--- src/rtl/m_fu_pkg.sv ---
// Shared definitions for the m_fu multi-precision multiplier: precision
// select encoding and per-precision lane widths.
package mfu_pkg;

   typedef enum logic [1:0] {
      MFU_NOOP = 2'b00,
      MFU_8B   = 2'b01,
      MFU_4B   = 2'b10,
      MFU_2B   = 2'b11
   } mfu_mode_e;

   localparam int LANE_8B_W = 16;
   localparam int LANE_4B_W = 8;
   localparam int LANE_2B_W = 4;

endpackage

--- src/rtl/m_fu_bit_brick.sv ---
// 2x2 multiplier brick. Each operand slice is sign-extended only when its
// signed-enable is set; the 4-bit result is the product modulo 16.
module bit_brick (
   input  logic [1:0] a,
   input  logic [1:0] b,
   input  logic       a_signed,
   input  logic       b_signed,
   output logic [3:0] prod
);

   logic [3:0] a_ext;
   logic [3:0] b_ext;

   // Every brick product (-6..9) is recoverable from 4 bits once the caller
   // knows whether either slice was signed.
   always_comb begin
      a_ext = {{2{a_signed & a[1]}}, a};
      b_ext = {{2{b_signed & b[1]}}, b};
      prod  = a_ext * b_ext;
   end

endmodule

--- src/rtl/m_fu.sv ---
// Multi-precision signed multiplier built from 16 2x2 bricks (8x8, 2x 4x4, 4x 2x2).
// Define MFU_INPUT_REG_EN to register a/b/mode ahead of the brick array (2-cycle latency).
module m_fu
   import mfu_pkg::*;
(
   input  logic        clk,
   input  logic        rst,
   input  logic [7:0]  a,
   input  logic [7:0]  b,
   input  logic [1:0]  mode,
   output logic [15:0] p
);

   logic [7:0]           a_q;
   logic [7:0]           b_q;
   mfu_mode_e            mode_q;
   logic [3:0]           sgn;
   logic [LANE_2B_W-1:0] prod [4][4];
   logic [LANE_8B_W-1:0] ext  [4][4];
   logic [LANE_8B_W-1:0] sum_8b;
   logic [LANE_4B_W-1:0] sum_4b [2];
   logic [15:0]          p_next;

`ifdef MFU_INPUT_REG_EN
   always_ff @(posedge clk) begin
      if (rst) begin
         a_q    <= '0;
         b_q    <= '0;
         mode_q <= MFU_NOOP;
      end else begin
         a_q    <= a;
         b_q    <= b;
         mode_q <= mfu_mode_e'(mode);
      end
   end
`else
   assign a_q    = a;
   assign b_q    = b;
   assign mode_q = mfu_mode_e'(mode);
`endif

   // A slice is signed only when it is the top slice of its lane.
   always_comb begin
      case (mode_q)
         MFU_8B:  sgn = 4'b1000;
         MFU_4B:  sgn = 4'b1010;
         MFU_2B:  sgn = 4'b1111;
         default: sgn = 4'b0000;
      endcase
   end

   for (genvar i = 0; i < 4; i++) begin : g_row
      for (genvar j = 0; j < 4; j++) begin : g_col
         bit_brick u_brick (
            .a        (a_q[2*i +: 2]),
            .b        (b_q[2*j +: 2]),
            .a_signed (sgn[i]),
            .b_signed (sgn[j]),
            .prod     (prod[i][j])
         );
      end
   end

   always_comb begin
      for (int i = 0; i < 4; i++) begin
         for (int j = 0; j < 4; j++) begin
            if (sgn[i] | sgn[j]) begin
               ext[i][j] = {{(LANE_8B_W-4){prod[i][j][3]}}, prod[i][j]};
            end else begin
               ext[i][j] = {{(LANE_8B_W-4){1'b0}}, prod[i][j]};
            end
         end
      end
   end

   // Lane sums wrap at the lane width, so nothing can leak into a neighbour.
   always_comb begin
      sum_8b    = '0;
      sum_4b[0] = '0;
      sum_4b[1] = '0;
      for (int i = 0; i < 4; i++) begin
         for (int j = 0; j < 4; j++) begin
            sum_8b = sum_8b + (ext[i][j] << (2*(i+j)));
         end
      end
      for (int h = 0; h < 2; h++) begin
         for (int i = 0; i < 2; i++) begin
            for (int j = 0; j < 2; j++) begin
               sum_4b[h] = sum_4b[h] +
                  (ext[2*h+i][2*h+j][LANE_4B_W-1:0] << (2*(i+j)));
            end
         end
      end
   end

   always_comb begin
      case (mode_q)
         MFU_8B:  p_next = sum_8b;
         MFU_4B:  p_next = {sum_4b[1], sum_4b[0]};
         MFU_2B:  p_next = {prod[3][3], prod[2][2], prod[1][1], prod[0][0]};
         default: p_next = '0;
      endcase
   end

   always_ff @(posedge clk) begin
      if (rst) begin
         p <= '0;
      end else begin
         p <= p_next;
      end
   end

endmodule

--- config.mk ---
export PLATFORM = sky130hd
export DESIGN_NAME = m_fu
export DESIGN_NICKNAME = d
export VERILOG_FILES = /design/src/rtl/m_fu_pkg.sv /design/src/rtl/m_fu_bit_brick.sv /design/src/rtl/m_fu.sv
export SDC_FILE = /design/constraint.sdc
export NUM_CORES = 1
export LEC_CHECK = 0
export ABC_AREA = 1
export CORE_ASPECT_RATIO = 2
export CORE_MARGIN = 3
export CORE_UTILIZATION = 35
export DETAILED_ROUTE_END_ITERATION = 10
export PLACE_DENSITY = 0.52
export SYNTH_ARGS = -nofsm -noshare
export SYNTH_HDL_FRONTEND = slang
export SYNTH_SLANG_ARGS = --single-unit
--- constraint.sdc ---
create_clock -name clk -period 23.1 [get_ports clk]
set_input_delay 4.62 -clock clk [delete_from_list [all_inputs] [get_ports clk]]
set_output_delay 4.62 -clock clk [all_outputs]
set_load 0.02 [all_outputs]
==> results.txt <==
The global-route wire length before repair came out at 30100 µm. The number of distinct library cell variants in the gate-level netlist after synthesis is 34. The synthesized netlist cell count came out at about 800. The initial antenna violation count is 0.

The number of levels in the clock H-tree came out at 1. The share of synthesized cell area in full adder, half adder and majority cells is between 50 and 60%. The category of the worst setup path launch point is a primary input.

The detail route stage leaves a number of antenna-violating nets equal to 0. The floorplan row count is between 60 and 70. The transition time at the pin with the least slew margin came out at just over 1 ns. The area of the core region came out at between 15000 and 20000 µm². The width of the chip came out at approximately 100 µm.

fa_1 takes more of the synthesized area than any other cell. The number of buffers created by CTS is 3. The maximum clock path buffer count came out at 2. The sequential fraction of the synthesis area is 4.94%. The share of post-route cells with drive strength above 1 is under 10%. The flip-flop count of the largest register after layout is 16. In this design, the largest share of critical-path delay is due to adder cells. The number of buffer and inverter stages on the critical path came out at 6.

For this run, the number of Yosys warnings is 0. The worst setup path category is primary input to flop. The count of vias placed by the detailed router is roughly 5.1k. The count of input and output buffers came out at 35. The global placement routability congestion is around 0.91. The largest registers in the layout are p: 16 flops.

The overall global routing resource usage came out at 20.7%. For the worst setup path, the data required time is 23.24 ns. The ratio of routed vias to standard cells came out at between 4 and 5.

After synthesis the netlist holds a flip-flop and latch count of 16. The routed length per placed instance is ~19 µm. The fraction of post-synthesis cell area in the top cell type by area came out at roughly 44%. The number of placed I/O pins is 36. The detailed-routing iteration count for the pre-antenna-repair pass is 5. STA classifies the critical path endpoint as a flop.

The number of buffers inserted by hold repair at cts came out at 0. The max capacitance violation total came out at 0. The number of pins with negative max-slew slack in the final report came to 0. The run finished with clean final reports. The maximum number of pins on one net before global-route repair came out at 18. The delay of the slowest cell on the worst path is between 0.8 and 0.9 ns. The number of nets in the layout is 1038. Summing the areas of all and, or, nand and nor instances in the mapped netlist gives between 10 and 15% of the synthesized area. The number of endpoints failing setup at the final stage came out at 0. Setup repair after global routing left no endpoint under its margin.

The leading register cell type out of synthesis is dfxtp_1. The cell that appears most often on the critical path is fa_1. The worst pin sits at a relative slew slack of a little under a third. The post-synthesis share of cell area spent on xor and xnor gates came out at around 7%. The clock slew seen by the registers of the worst setup and hold paths is around 0.060 ns. The complex-gate fraction of the synthesized area is 4.98%. The total wirelength of the detailed-routed design is between 15000 and 20000 µm.

After synthesis, the largest family of logic cells by area is adder cells. The proportion of synthesized flip-flops having asynchronous set or reset came out at 0%. The final setup TNS is 0 ns.

The area of the die came out at 20300 µm². The number of diodes added for antenna fixing came out at 0. The tree is rooted in a clkbuf_16.

The worst hold path belongs to the class primary input to flop. The count of buffers added by post-CTS timing repair for setup came out at 0. Leaving out fill and tap cells, the most frequent cells in the layout are inv_1 (239), nand2_1 (166), fa_1 (141). The via count of the first global-routing pass came to between 5k and 6k.

The die height came out at ~200 µm. The register with the highest flop count is p. The highest net fanout along the worst path came out at 12. The hold violation count in the final report came out at 0. TritonCTS built the clock tree. The library cell used most frequently in the layout, excluding fill and tap cells, is inv_1. The total overflow left after global routing is 0. The mean instance size in the synthesized netlist came out at roughly 8 µm².

Synthesis produced a netlist with a net count of 1018. The first routing iteration left about 250 violations. The worst hold path begins at b[0].

The clock period minus worst slack is approximately 13 ns. In this run the worst setup path begins at mode[1]. In this run the cell area of the synthesized design comes to between 6000 and 7000 µm². The quantity of gates resized following cts is 0. Based on the critical path, the design can be clocked at up to between 0.07 and 0.08 GHz. Yosys mapped a number of flops with a built-in enable equal to 0.

The worst path arrival time came out at roughly 13 ns. Counting every sink on the clock net gives 16. The share of the cycle needed by the critical path after routing came out at 57.3%. Multiplexer cells account for 0% of the synthesized area.

The half-perimeter wire length of the detailed placement result came out at between 15000 and 20000 µm. The initial cell density of the core came out at 36.1%. The layout overhead on the synthesized area came out at 9.53%. In the post-synthesis netlist, the biggest area contributors are fa_1 (44%), inv_1 (14%), nand2_1 (9.6%), ha_1 (9.3%), dfxtp_1 (4.9%). The number of remaining DRC errors came out at 0. Among all stages on the critical path, the largest delay is contributed by clkdlybuf4s50_1.
## worst min-delay path, cell delays in order
cell	delay (ns)
clkdlybuf4s50_1	0.66
nand2_1	0.17
nor2_1	0.05
## stage by stage
step	setup slack [ns]	util, %	hold WS (ns)	instances	area, µm²
floorplan	11.83	-	4.87	809	6480
global placement	9.63	39.0	5.41	1037	7010
detailed placement	9.61	39.0	5.41	1037	7010
CTS	9.91	39.5	5.27	1041	7100
global route	9.42	39.5	5.32	1041	7100
finish	9.87	39.5	5.27	1041	7100
## cell type report
class / count / area, µm²
Multi-Input combinational cell: 529 / 5150
Inverter: 243 / 912
Timing Repair Buffer: 36 / 358
Sequential cell: 16 / 320
Fill cell: 1881 / 10900
Tap cell: 213 / 267
Clock buffer: 4 / 88.8
## cell families after synthesis
logic type,count (synthesis)
compound gates,57
simple gates,232
buf+inv,264
flops,16
fa+ha+maj,189
xor+xnor,51
## cell usage after synthesis (4+ instances only)
library cell and n:
nor2_1 32, dfxtp_1 16, xor2_1 25, fa_1 141, inv_1 239, inv_2 4, a21oi_1 24, clkbuf_1 10
nand3_1 21, nand2_1 166, xnor2_1 25, o21ai_0 16, buf_2 7, ha_1 48
## path summary, 6_finish.rpt
check	to	cells after the start	slack, ns
worst max-delay path	p[13]	26	9.87
worst min-delay path	p[0]	3	5.27
## layer usage
| layer | up-vias | track usage (%) | routed length [µm] |
|---|---|---|---|
| li1 | 2357 | - | - |
| met1 | 2496 | 18.8 | 5680 |
| met2 | 134 | 40.2 | 11400 |
| met3 | 63 | 0.948 | 521 |
| met4 | 0 | 16.6 | 1940 |
| met5 | - | 0 | 0 |
Power is not shown: default switching activity piles up to over one toggle a cycle in this logic, so the estimate is an artifact.
